File: src/rtl/winocnn_pkg.sv
// winocnn_pkg: shared types and constants for the Winograd weight path
package winocnn_pkg;
  typedef enum logic [1:0] {IDLE, FETCH, READY, ACTIVE} wt_state_t;
  localparam int WT_TILE = 16;
  localparam int WT_MAX_OUT = 4;
endpackage

File: src/rtl/wt_addr_gen.sv
// wt_addr_gen: weight word address of coeff k of filter (od, id)
module wt_addr_gen #(
  parameter int ADDR_W = 16,
  parameter int KW = 4
) (
  input  logic [ADDR_W-1:0] base,
  input  logic [7:0]        od,
  input  logic [3:0]        id,
  input  logic [3:0]        total_id,
  input  logic [KW-1:0]     k,
  output logic [ADDR_W-1:0] addr
);
  logic [ADDR_W-1:0] tile_idx;
  always_comb begin
    tile_idx = ADDR_W'(od) * ADDR_W'(total_id) + ADDR_W'(id);
    addr = base + (tile_idx << KW) + ADDR_W'(k);
  end
endmodule

File: src/rtl/weight_fetch_controller.sv
// weight_fetch_controller: loads two Winograd filter tiles from weight memory and holds them for the PE array
// Optional WT_REUSE_EN: a prepare for the already-loaded indices skips the fetch.
module weight_fetch_controller
  import winocnn_pkg::*;
#(
  parameter int DATA_W = 8,
  parameter int TILE = WT_TILE,
  parameter int ADDR_W = 16,
  parameter int MAX_OUT = WT_MAX_OUT
) (
  input  logic                     clk,
  input  logic                     reset,
  input  logic [7:0]               weight_od1_i,
  input  logic [7:0]               weight_od2_i,
  input  logic [3:0]               weight_id_i,
  input  logic                     weight_prepare_i,
  input  logic                     weight_start_i,
  input  logic [3:0]               total_id_i,
  input  logic [7:0]               total_od_i,
  input  logic [ADDR_W-1:0]        wt_base_i,
  output logic                     weight_ready_o,
  output logic                     mem_req_o,
  output logic [ADDR_W-1:0]        mem_addr_o,
  input  logic                     mem_gnt_i,
  input  logic                     mem_rvalid_i,
  input  logic [DATA_W-1:0]        mem_rdata_i,
  output logic                     wt_valid_o,
  output logic [TILE*DATA_W-1:0]   wt_f1_o,
  output logic [TILE*DATA_W-1:0]   wt_f2_o
);
  localparam int KW = $clog2(TILE);
  localparam int CW = $clog2(2 * TILE) + 1;
  localparam int OW = $clog2(MAX_OUT) + 1;
  wt_state_t state, next;
  logic [7:0] od1, od2;
  logic [3:0] id;
  logic skip, fire, rv, hit;
  logic [CW-1:0] issued, rcvd, n_reads;
  logic [OW-1:0] outst;
  logic [TILE*DATA_W-1:0] f1, f2;
  logic [ADDR_W-1:0] gen_addr;
  wt_addr_gen #(.ADDR_W(ADDR_W), .KW(KW)) u_addr (
    .base(wt_base_i),
    .od(issued >= CW'(TILE) ? od2 : od1),
    .id(id),
    .total_id(total_id_i),
    .k(issued[KW-1:0]),
    .addr(gen_addr)
  );
`ifdef WT_REUSE_EN
  logic tiles_ok;
  assign hit = tiles_ok && weight_od1_i == od1 && weight_od2_i == od2 && weight_id_i == id;
  // Tiles count as reusable only once a fetch has fully completed.
  always_ff @(posedge clk)
    if (reset) tiles_ok <= 1'b0;
    else if (state == FETCH) tiles_ok <= next == READY;
`else
  assign hit = 1'b0;
`endif
  always_comb begin
    n_reads = skip ? CW'(TILE) : CW'(2 * TILE);
    mem_req_o = state == FETCH && issued < n_reads && outst < OW'(MAX_OUT);
    fire = mem_req_o && mem_gnt_i;
    rv = state == FETCH && mem_rvalid_i && rcvd < n_reads;
    mem_addr_o = state == FETCH ? gen_addr : '0;
    weight_ready_o = state == READY || state == ACTIVE;
    wt_valid_o = state == ACTIVE;
    next = state == IDLE  ? (weight_prepare_i ? (hit ? READY : FETCH) : IDLE) :
           state == FETCH ? (rcvd == n_reads ? READY : FETCH) :
           state == READY ? (weight_start_i ? ACTIVE : READY) :
                            (weight_start_i ? ACTIVE : IDLE);
  end
  always_ff @(posedge clk) begin
    if (reset) begin
      state <= IDLE;
      od1 <= '0;
      od2 <= '0;
      id <= '0;
      skip <= 1'b0;
      issued <= '0;
      rcvd <= '0;
      outst <= '0;
      f1 <= '0;
      f2 <= '0;
    end else begin
      state <= next;
      if (state == IDLE && weight_prepare_i && !hit) begin
        od1 <= weight_od1_i;
        od2 <= weight_od2_i;
        id <= weight_id_i;
        skip <= weight_od2_i >= total_od_i;
        issued <= '0;
        rcvd <= '0;
        f1 <= '0;
        f2 <= '0;
      end
      if (fire) issued <= issued + 1'b1;
      if (rv) begin
        rcvd <= rcvd + 1'b1;
        if (rcvd < CW'(TILE)) f1[rcvd[KW-1:0]*DATA_W +: DATA_W] <= mem_rdata_i;
        else f2[rcvd[KW-1:0]*DATA_W +: DATA_W] <= mem_rdata_i;
      end
      outst <= outst + OW'(fire) - OW'(rv);
    end
  end
  assign wt_f1_o = f1;
  assign wt_f2_o = f2;
endmodule

File: config.mk
export PLATFORM = sky130hd
export DESIGN_NAME = weight_fetch_controller
export DESIGN_NICKNAME = d
export VERILOG_FILES = /design/src/rtl/winocnn_pkg.sv /design/src/rtl/wt_addr_gen.sv /design/src/rtl/weight_fetch_controller.sv
export SDC_FILE = /design/constraint.sdc
export NUM_CORES = 1
export LEC_CHECK = 0
export CAP_MARGIN = 15
export CORE_UTILIZATION = 35
export DETAILED_ROUTE_END_ITERATION = 10
export GPL_ROUTABILITY_DRIVEN = 0
export PLACE_DENSITY_LB_ADDON = 0.1
export SETUP_SLACK_MARGIN = 0.2
export SYNTH_ARGS = -nofsm -noshare
export SYNTH_HDL_FRONTEND = slang
export SYNTH_SLANG_ARGS = --single-unit
File: constraint.sdc
create_clock -name clk -period 5.5 [get_ports clk]
set_input_delay 0.825 -clock clk [delete_from_list [all_inputs] [get_ports clk]]
set_output_delay 0.825 -clock clk [all_outputs]
set_load 0.01 [all_outputs]
# After elaboration in Yosys (flattened, before gate mapping)
# Cells that the tools add are included.
[op_classes] n_lt_le_gt_ge=6 mul=1 shifts=2 add_sub_neg=8 mux=23 eq_ne=4 reduce_logical=10
[op_table] op="$mux W128" count=8
[op_table] op="$bwmux W128" count=2
[op_table] op="$shift A8 B34 Y128 const A" count=1
[op_table] op="$shiftx A8 B34 Y128" count=1
[op_table] op="$neg A7 Y34" count=1
[op_table] op="$mux W6" count=4
[op_table] op="$add A16 B16 Y16" count=1
[op_table] op="$add A16 B4 Y16" count=1
[op_table] op="$mux W16" count=1
[op_table] op="$add A12 B4 Y12" count=1
[op_table] op="$add A6 B1 Y6 const B" count=2
[op_table] op="$lt A6 B6 Y1" count=2
[op_table] op="$mul A8 B4 Y12" count=1
[op_table] op="$mux W2" count=5
[op_table] op="$ge A8 B8 Y1" count=1
[op_table] op="$mux W8" count=1
[op_table] op="$eq A6 B6 Y1" count=1
[op_table] op="$ge A6 B5 Y1 const B" count=1
[op_table] op="$logic_and A1 B1 Y1" count=6
[op_table] op="$lt A6 B5 Y1 const B" count=1
[op_table] op="$eq A2 B2 Y1 const B" count=2
[op_table] op="$reduce_bool A2 Y1" count=2
[op_table] op="$add A3 B1 Y3" count=1
[op_table] op="$lt A3 B3 Y1 const B" count=1
[op_table] op="other kinds (5)" count=6
[totals] elab_cells=64 out_inout_bits=275 register_bits=294 in_bits=62

# Longest topological paths before layout
# Gate-level depths: netlist of the first run.
[depth] word_depth=7 depth_mapped=21

# Cells and area by module
# From an unflattened synthesis of the first run, not the netlist that was laid out.
[unflattened] hier_cells=1479 area_unflattened_um2=14014.7
[modules_own_cells] module="weight_fetch_controller" cells_each=1237 area_per_inst_um2=12017.8 instances=1 seq_area_each_um2=5885.6
[modules_own_cells] module="wt_addr_gen" cells_each=242 area_per_inst_um2=1996.9 instances=1 seq_area_each_um2=0.0

# Least setup slack after synthesis of the first run
# Ideal clock, no wire load.
[synth_path] path_kind="register -> output" from="reg issued[5]" to="out mem_addr_o[12]" arrival_ns=5.065 t_required_ns=4.675 path_buffers=0 slack_ns=-0.390 path_stages_with_launch=18 cell_sequence="dfxtp_1 nor2_1 mux2i_1 nand2b_1 fa_1 fa_1 fa_1 inv_1 ha_1 a21o_1 a211oi_1 nor2_1 ha_1 and3_1 a221o_1 o211ai_1 nand3_1 a21oi_1"
[synth_via] elab_chain_len=7
[synth_rtl] element="from (decl)" line_no="weight_fetch_controller.sv:38" source="logic [CW-1:0] issued, rcvd, n_reads;"
[synth_rtl] element="from (signal assigned)" line_no="weight_fetch_controller.sv:97" source="if (fire) issued <= issued + 1'b1;"
[synth_rtl] element="$ge A6 B5 Y1" line_no="weight_fetch_controller.sv:44" source=".od(issued >= CW'(TILE) ? od2 : od1),"
[synth_rtl] element="$mux W8" line_no="weight_fetch_controller.sv:44"
[synth_rtl] element="$mul A8 B4 Y12" line_no="wt_addr_gen.sv:15" source="tile_idx = ADDR_W'(od) * ADDR_W'(total_id) + ADDR_W'(id);"
[synth_rtl] element="$add A12 B4 Y12" line_no="wt_addr_gen.sv:15"
[synth_rtl] element="$add A16 B16 Y16" line_no="wt_addr_gen.sv:16" source="addr = base + (tile_idx << KW) + ADDR_W'(k);"
[synth_rtl] element="$add A16 B4 Y16" line_no="wt_addr_gen.sv:16"
[synth_rtl] element="$mux W16" line_no="weight_fetch_controller.sv:65" source="mem_addr_o = state == FETCH ? gen_addr : '0;"
[synth_rtl] element="to (decl)" line_no="weight_fetch_controller.sv:23" source="output logic [ADDR_W-1:0] mem_addr_o,"
# No other way between the ends.

# Final worst setup path of the first run
# Same ends and word-level chain as after synthesis.

==> flow_metrics.tcl, run 1 <==
set metrics [dict create \
    drive_above_1_share 0.124 \
    setup_slack_ns -0.573 \
    leakagePower_nw 6.91 \
    highest_layer "met4" \
    antenna_found_initial 3 \
    max_clock_freq_mhz 165 \
    syn_avg_cell_area_um2 8.10 \
    cp-end-kind "output pin" \
    utilization 0.502 \
    path_max_fanout 6 \
    rsz0062_at_grt "true" \
    grt-ovfl-total 0 \
    clock-root-buffer "clkbuf_16" \
    async_flop_share 0 \
    hpwl_um 35900 \
    worst_ep_required_time_ns 4.68 \
    violations "setup timing" \
    ys_seq_area_frac 0.420 \
    cap_viol_max_count 0 \
    grtUsageTotal 0.245 \
    ys_top_cells_by_area "dfxtp_1 42%, a21oi_1 8.2%, nand3_1 8.1%" \
    wl_met3_um 3830 \
    finalHoldViolations 0 \
    final_nets 2201 \
    crit_path_end "mem_addr_o[12]" \
    crit_start "issued[5]" \
    drtPass1Iterations 5 \
    drc_errors 0 \
    r2r_start "rcvd[0]" \
    synth_cell_types 64 \
    synth_area_mm2 0.0140 \
    tritoncts "done" \
    yosys_warnings 0 \
    io_buffers 336 \
    final.min_clock_period_ns 6.07 \
    maxSlewViolCount 0 \
    clk_path_buf_depth 3 \
    rr_endpoint "wt_f1_o[102]" \
    cp-start-kind "flip-flop" \
    hold_buffers 0 \
    clk_pin_slew_ns 0.06 \
    p_per_area_mw_per_mm2 273 \
    cts_sinks 294 \
    r2r_slack_ns 1.44 \
    cts.htree.levels 2 \
    avgRoutedWirePerCell_um 19.7 \
    synth_top_area_share 0.420 \
    clk_latency_ns 0.52 \
    die_y_um 202 \
    via_per_inst 5.23 \
    cts_made_buffers 34 \
    slew_headroom 0.256 \
    synth_top_flop_cell "dfxtp_1" \
    ir_drop_mv 0.161 \
    worst_slew_pin_slew_ns 1.12 \
    outcome "complete, but fails checks" \
    tns_ns -3.68 \
    core_mm2 0.0391 \
    synth_edf_count 0 \
    synth_top_area_cell "dfxtp_1" \
    synthCells 1731 \
    synthToLayoutAreaGrowth_pct 40.0 \
    crit_arrival_ns 5.25 \
    route.met2.wl_um 23400 \
    die_w_um 202 \
    fin_area_mm2 0.0196 \
    grt_pass1_wl_um 78300 \
    die_area_mm2 0.0409 \
    drt_iter0_markers 814 \
    critical_path_class "reg2out" \
    setup-violations-final 9 \
    ioPinCount 337 \
    dr_total_vias 13600 \
    ys_ff_latch 294 \
    route.antenna.remaining_nets 0 \
    power_w 0.00536 \
    skew_ns 0.0247 \
    dpl_cell_area_mm2 0.0182 \
    routed_wl_um 51500 \
    rows 72 \
    grt_max_degree 151 \
    syn_nets 1866 \
    post-route-period-util 1.10 \
    reg2regPathDepth 8 \
    hold_class "reg2reg" \
    grt_pass1_vias 13200 \
    wl_met1_um 22800 \
    start_util 0.359 \
]
-- kinds of logic (layout without fill, tap and decap cells) --
family | Yosys count | after routing | synth area share
compound gates | 340 | 340 | 0.138
simple gates | 799 | 799 | 0.273
flops | 294 | 294 | 0.420
fa+ha+maj | 73 | 73 | 0.0743
xor+xnor | 27 | 27 | 0.0169
other cells | 0 | 1 | 0
buf+inv | 152 | 510 | 0.0419
mux | 46 | 46 | 0.0362
-- flip-flops by register name (all words and copies together), names as in the netlist --
| register | flops |
|---|---|
| rcvd | 6 |
| od1 | 8 |
| od2 | 8 |
| wt_f1_o | 128 |
| state | 2 |
| wt_f2_o | 128 |
| skip | 1 |
| outst | 3 |
| id | 4 |
| issued | 6 |
-- worst min-delay path by stage --
stage / end / from / slack (ns) / depth (start not counted)
after floorplan: od2[3] / od2[3] / 0.44 / 2
after CTS: od1[6] / od1[6] / 0.46 / 2
after global routing: id[0] / id[0] / 0.48 / 2
after global placement: od1[6] / od1[6] / 0.44 / 2
after detailed placement: od1[6] / od1[6] / 0.45 / 2
final: od2[5] / od2[5] / 0.46 / 2
-- layer usage --
metal / GRT usage / vias to the layer above
met5: 0 / -
met4: 0.0835 / 0
met3: 0.0640 / 82
met2: 0.392 / 409
met1: 0.320 / 6494
li1: - / 6660
-- cell type report --
| class | instances | area [µm²] |
|---|---|---|
| flip-flops and latches | 294 | 5890 |
| well taps | 518 | 648 |
| diodes | 1 | 2.50 |
| fillers | 3812 | 19500 |
| multi-input cells | 1285 | 7860 |
| repair buffers | 415 | 4010 |
| inverters | 36 | 135 |
| clock buffers | 50 | 992 |
| clock inverters | 9 | 83.8 |
-- where the power goes --
part	switching (W)	total, W	leakage [nW]	internal (W)
Sequential	0.0000254	0.00218	2.37	0.00216
Clock	0.000910	0.00221	0.528	0.00130
Combinational	0.000569	0.000965	4.01	0.000396
-- timing repair --
item	CTS	global route
gates resized for setup	83	10
pin swaps	22	12
buffers inserted	6	5
setup endpoints to repair	10	9
-- metrics by stage --
step | std cells | hold WS (ns) | setup slack (ns)
3_5_place_dp | 2535 | 0.453 | -1.03
5_1_grt | 2608 | 0.481 | -0.846
4_1_cts | 2600 | 0.462 | -0.571
3_3_place_gp | 2535 | 0.445 | -1.00
6_report | 2608 | 0.460 | -0.573
2_1_floorplan | 1731 | 0.436 | 0.111
-- cell usage after synthesis (3+ instances only) --
cell type and count:
clkbuf_1 93, mux2i_1 9, or2_2 6, a31oi_1 21, o211ai_1 22, o21a_1 8, nand3_1 228, and2_1 19
xnor2_1 17, fa_1 17, inv_1 33, a32oi_1 3, nor2b_1 32, mux2_2 37, nand3b_1 9, nand2_1 245
nor2_2 4, a22oi_1 9, xor2_1 10, nand2_2 3, ha_1 56, dfxtp_1 294, buf_1 12, a211oi_1 8
nor3_2 8, a21o_1 9, buf_2 10, a21oi_1 231, o21ai_0 16, nand2b_1 14, or3_1 19, and3_1 17
nand4_1 6, nor3_1 16, nor2_1 150, or2_0 4
-- cell usage in the layout (no fill, tap or decap), drive strengths merged, types with 20 or more instances in the layout --
| cell | count |
|---|---|
| clkdlybuf4s50 | 323 |
| dfxtp | 294 |
| nand2 | 248 |
| a21oi | 231 |
| nand3 | 229 |
| nor2 | 154 |
| buf | 88 |
| ha | 56 |
| clkbuf | 51 |
| mux2 | 37 |
| inv | 37 |
| nor2b | 32 |
| nor3 | 26 |
| o211ai | 22 |
| a31oi | 21 |
| or3 | 20 |
-- critical path: stages, from the launching register on --
cell and delay, ns:
dfxtp_2 0.33, nor2_4 0.12, buf_12 0.15, mux2i_4 0.25, nand2b_4 0.15, fa_1 0.43, fa_1 0.50, fa_1 0.55
inv_2 0.05, ha_4 0.24, a21o_1 0.19, a211oi_2 0.19, nor2_1 0.08, ha_1 0.29, and3_4 0.20, a221o_1 0.33
o211ai_1 0.19, buf_4 0.16, a21o_1 0.12, a21oi_2 0.05, buf_2 0.17
Power figures use the tool's default switching activity.
==> run 2: changes to the inputs <==
--- a/config.mk
+++ b/config.mk
@@ -6,7 +6,8 @@
 export NUM_CORES = 1
 export LEC_CHECK = 0
 export CAP_MARGIN = 15
-export CORE_UTILIZATION = 35
+export CORE_UTILIZATION = 45
+export CTS_CLUSTER_SIZE = 12
 export DETAILED_ROUTE_END_ITERATION = 10
 export GPL_ROUTABILITY_DRIVEN = 0
 export PLACE_DENSITY_LB_ADDON = 0.1
==> run 2 against run 1 <==
Effect of this change:
- the run still ends with setup timing left
- non-clock buffer count is 14 lower
- first-iteration DRC count is 35% higher
- core utilization is 12 points higher
- total power is 4.1% lower
- global-route usage is 4.6 points higher
==> flow_metrics.tcl, run 2 (synthesis gave the netlist of run 1 again) <==
set metrics [dict create \
    leakagePower_nw 6.75 \
    outcome "complete, but fails checks" \
    drc_errors 0 \
    grt_pass1_vias 12900 \
    drtPass1Iterations 5 \
    stdcell_count 2462 \
    grt-ovfl-total 0 \
    hold_class "reg2reg" \
    slew_headroom 0.213 \
    clock-root-buffer "clkbuf_16" \
    worst_ep_required_time_ns 4.68 \
    ioPinCount 337 \
    dr_total_vias 13700 \
    cap_viol_max_count 0 \
    die_area_mm2 0.0319 \
    grtUsageTotal 0.291 \
    path_max_fanout 6 \
    hpwl_um 33600 \
    cp-start-kind "flip-flop" \
    r2r_slack_ns 1.38 \
    antenna_found_initial 2 \
    crit_arrival_ns 5.36 \
    grt_pass1_wl_um 72100 \
    dp_cells 2404 \
    avgRoutedWirePerCell_um 19.6 \
    die_w_um 178 \
    cp-end-kind "output pin" \
    maxSlewViolCount 0 \
    power_w 0.00514 \
    io_buffers 336 \
    utilization 0.626 \
    post-route-period-util 1.12 \
    skew_ns 0.0205 \
    setup_slack_ns -0.686 \
    max_clock_freq_mhz 162 \
    regArea_mm2 0.00589 \
    cts_sinks 294 \
    final_nets 2184 \
    via_per_inst 5.58 \
    rsz0062_at_grt "true" \
    drt_iter0_markers 1095 \
    start_util 0.458 \
    die_y_um 178 \
    final_common_cell "clkdlybuf4s50_1" \
    grt_max_degree 140 \
    core_mm2 0.0306 \
    cts.htree.levels 1 \
    nFillCells 2698 \
    multiInputGateArea_mm2 0.00781 \
    tritoncts "done" \
    cts_made_buffers 31 \
    violations "setup timing" \
    final_cell_mix "323 x clkdlybuf4s50_1, 292 x dfxtp_1, 242 x nand2_1" \
    p_per_area_mw_per_mm2 268 \
    synthToLayoutAreaGrowth_pct 36.6 \
    clk_pin_slew_ns 0.06 \
    route.antenna.remaining_nets 0 \
    worst_slew_pin_slew_ns 1.18 \
    final.min_clock_period_ns 6.19 \
    critical_path_class "reg2out" \
    clk_latency_ns 0.57 \
    setup-violations-final 9 \
    finalHoldViolations 0 \
    rows 64 \
    ir_drop_mv 0.291 \
    routed_wl_um 48300 \
    clk_path_buf_depth 3 \
    drive_above_1_share 0.113 \
]
==> run 2: changes by cell type in the layout (fill, tap and decap cells not counted), moves of 2 or more <==
cell / before / now
clkbuf_16: 35 / 31
buf_12: 4 / 2
o21ai_1: 4 / 2
nor2b_2: 5 / 2
buf_6: 7 / 5
o21ai_2: 1 / 3
dlygate4sd2_1: 3 / 0
buf_4: 68 / 59
nor3_1: 14 / 16
clkbuf_1: 9 / 6
nor2b_1: 27 / 30
nor3_2: 10 / 8
dlymetal6s2s_1: 0 / 2
==> run 2: final cells by class <==
cell class,count,area share
antenna,1,0.000131
multi-input combinational,1285,0.408
clock buffer,42,0.0453
sequential,294,0.308
tap,396,0.0259
timing repair buffer,401,0.201
inverter,36,0.00706
clock inverter,7,0.00497
==> run 2: path summary, 6_finish.rpt <==
kind                   from  cells after the start              to
setup / recovery  issued[5]                     20  mem_addr_o[12]
hold / removal       od1[4]                      2          od1[4]
setup reg to reg    rcvd[0]                      9    wt_f1_o[101]
hold reg to reg      od1[4]                      2          od1[4]
==> run 2: critical path, stage by stage (launching register included) <==
cell and delay (ns):
dfxtp_2 0.33, nor2_4 0.12, buf_12 0.15, mux2i_4 0.27
nand2b_4 0.16, fa_1 0.44, fa_1 0.52, fa_1 0.52
inv_2 0.05, ha_4 0.23, a21o_1 0.17, a211oi_2 0.17
nor2_1 0.06, ha_1 0.29, and3_4 0.20, a221o_1 0.33
o211ai_1 0.27, buf_4 0.17, nand3_2 0.06, a21oi_2 0.14
buf_2 0.15
==> run 2: what timing repair did <==
item,in CTS,in global routing
pin swaps,28,19
hold buffers,0,0
setup buffers,6,1
endpoints found under the setup margin,10,10
gates resized for setup,63,24
==> run 2: per-stage QoR <==
stage | area (µm²) | hold slack, ns | setup TNS (ns) | worst slack (ns)
final | 19200 | 0.460 | -4.40 | -0.686
after global placement | 18000 | 0.443 | -7.47 | -1.01
after floorplan | 14100 | 0.436 | 0 | 0.111
after global routing | 19200 | 0.481 | -6.17 | -0.891
after detailed placement | 18000 | 0.453 | -7.70 | -1.04
after CTS | 19000 | 0.462 | -4.79 | -0.740
==> run 2: layer usage <==
| layer | global-route usage | vias to the layer above | share of wire |
|---|---|---|---|
| li1 | - | 6620 | - |
| met1 | 0.373 | 6483 | 0.42 |
| met2 | 0.461 | 526 | 0.45 |
| met3 | 0.0774 | 119 | 0.090 |
| met4 | 0.118 | 0 | 0.037 |
| met5 | 0 | - | 0 |
==> run 2: power by group <==
part	total, W	internal (W)	leakage, nW	switching [W]
sequential	0.00218	0.00216	2.37	0.0000246
clock	0.00204	0.00118	0.476	0.000855
combinational	0.000916	0.000363	3.90	0.000553
==> run 3: changes to the inputs <==
--- a/config.mk
+++ b/config.mk
@@ -6,6 +6,7 @@
 export NUM_CORES = 1
 export LEC_CHECK = 0
 export CAP_MARGIN = 15
+export CORE_ASPECT_RATIO = 0.9
 export CORE_UTILIZATION = 45
 export CTS_CLUSTER_SIZE = 12
 export DETAILED_ROUTE_END_ITERATION = 10
==> run 3 against run 2 <==
Effect of this change:
- final cell count up 0.45%
- clock skew down 0.0029 ns
- design area down 0.35%
- the flow still finishes with violations (setup timing)
- sequential share of layout area up 0.11 points
==> flow_metrics.tcl, run 3 (synthesis gave the netlist of run 1 again) <==
set metrics [dict create \
    clk_pin_slew_ns 0.06 \
    r2r_start "rcvd[0]" \
    cap_viol_max_count 0 \
    outcome "complete, but fails checks" \
    regArea_mm2 0.00589 \
    clock-root-buffer "clkbuf_16" \
    final_nets 2187 \
    dr_total_vias 13900 \
    core_mm2 0.0303 \
    leakagePower_nw 6.74 \
    final_cell_mix "324 x clkdlybuf4s50_1, 292 x dfxtp_1, 243 x nand2_1" \
    path_max_fanout 6 \
    avgRoutedWirePerCell_um 19.7 \
    r2r_slack_ns 1.34 \
    cp-start-kind "input port" \
    grt_pass1_wl_um 74200 \
    reg2regPathDepth 8 \
    setup-violations-final 9 \
    clk_latency_ns 0.56 \
    hpwl_um 34200 \
    rr_endpoint "wt_f2_o[117]" \
    cts_made_buffers 31 \
    cts.htree.levels 1 \
    skew_ns 0.0177 \
    routed_wl_um 48800 \
    violations "setup timing" \
    dp_cells 2411 \
    ioPinCount 337 \
    nFillCells 2637 \
    antenna_found_initial 1 \
    setup_slack_ns -0.761 \
    via_per_inst 5.61 \
    multiInputGateArea_mm2 0.00777 \
    cts_sinks 294 \
    die_w_um 188 \
    grtUsageTotal 0.293 \
    drt_iter0_markers 1038 \
    p_per_area_mw_per_mm2 262 \
    hold_class "reg2reg" \
    crit_arrival_ns 5.44 \
    worst_ep_required_time_ns 4.68 \
    synthToLayoutAreaGrowth_pct 36.2 \
    die_y_um 169 \
    critical_path_class "in2out" \
    finalHoldViolations 0 \
    start_util 0.463 \
    final.min_clock_period_ns 6.26 \
    ir_drop_mv 0.254 \
    route.antenna.remaining_nets 0 \
    tritoncts "done" \
    hold_buffers 0 \
    die_area_mm2 0.0319 \
    hold_path_depth 2 \
    hold_start "od1[6]" \
    post-route-period-util 1.14 \
    rsz0062_at_grt "true" \
    io_buffers 336 \
    worst_slew_pin_slew_ns 1.18 \
    min_to "od1[6]" \
    slew_headroom 0.211 \
    grt-ovfl-total 0 \
    max_clock_freq_mhz 160 \
    cp-end-kind "output pin" \
    stdcell_count 2473 \
    drtPass1Iterations 5 \
    drive_above_1_share 0.113 \
    final_common_cell "clkdlybuf4s50_1" \
    grt_pass1_vias 13100 \
    clk_path_buf_depth 3 \
    drc_errors 0 \
    grt_max_degree 146 \
    utilization 0.631 \
    rows 60 \
    maxSlewViolCount 0 \
]
run 3: cell count changes in the layout (fill, tap and decap cells not counted), moves of 3 or more:
cell      delta
buf_4        +4
clkinv_2     +5
ha_1         +3
ha_4         -3
run 3: worst max path at each step:
stage	startpoint	to
2_1_floorplan	issued[4]	mem_addr_o[12]
3_3_place_gp	total_id_i[2]	mem_addr_o[12]
3_5_place_dp	total_id_i[2]	mem_addr_o[12]
4_1_cts	issued[5]	mem_addr_o[12]
5_1_grt	total_id_i[1]	mem_addr_o[14]
6_report	total_id_i[1]	mem_addr_o[14]
run 3: layout make-up:
class,instances,share of cell area
multi-input cells,1285,0.407
flip-flops and latches,294,0.309
repair buffers,404,0.203
clock buffers,40,0.0445
well taps,403,0.0264
inverters,36,0.00708
clock inverters,10,0.00295
diodes,1,0.000131
run 3: worst max-delay path: stages:
cell             delay [ns]
clkdlybuf4s50_1        0.56
buf_4                  0.17
nor2b_1                0.18
fa_1                   0.47
fa_1                   0.50
ha_1                   0.31
ha_1                   0.37
o21ai_1                0.13
nor2_2                 0.19
nor2_1                 0.08
ha_1                   0.30
and3_4                 0.19
buf_4                  0.11
nand2_1                0.06
a21oi_2                0.12
o211ai_1               0.13
buf_4                  0.16
buf_4                  0.12
a211o_1                0.29
nand2_2                0.06
buf_6                  0.10
run 3: layer usage:
| layer | wire length [µm] | up-vias | global-route usage |
|---|---|---|---|
| li1 | - | 6609 | - |
| met1 | 20400 | 6592 | 0.379 |
| met2 | 21800 | 579 | 0.465 |
| met3 | 4810 | 105 | 0.0829 |
| met4 | 1760 | 0 | 0.109 |
| met5 | 0 | - | 0 |
run 3: power breakdown:
| group | internal (W) | switching [W] | total, W |
|---|---|---|---|
| registers | 0.00216 | 0.0000248 | 0.00218 |
| clock network | 0.00107 | 0.000838 | 0.00191 |
| logic | 0.000357 | 0.000558 | 0.000915 |
| total | 0.00359 | 0.00142 | 0.00501 |
run 3: repair_timing:
action                     in CTS  in global routing
setup endpoints to repair      10                 10
pin swaps                      30                 11
gates resized for setup        65                 13
buffers inserted                6                  4
run 3: through the flow:
stage / area [µm²] / total power (W) / setup TNS (ns) / setup slack [ns] / hold WS (ns)
final: 19100 / 0.00501 / -4.61 / -0.761 / 0.456
after global routing: 19100 / 0.00521 / -6.48 / -0.965 / 0.476
after CTS: 19000 / 0.00500 / -4.29 / -0.706 / 0.454
after detailed placement: 18000 / 0.00308 / -8.03 / -1.09 / 0.448
after global placement: 18000 / 0.00307 / -7.50 / -1.01 / 0.443
after floorplan: 14100 / 0.00275 / 0 / 0.111 / 0.436
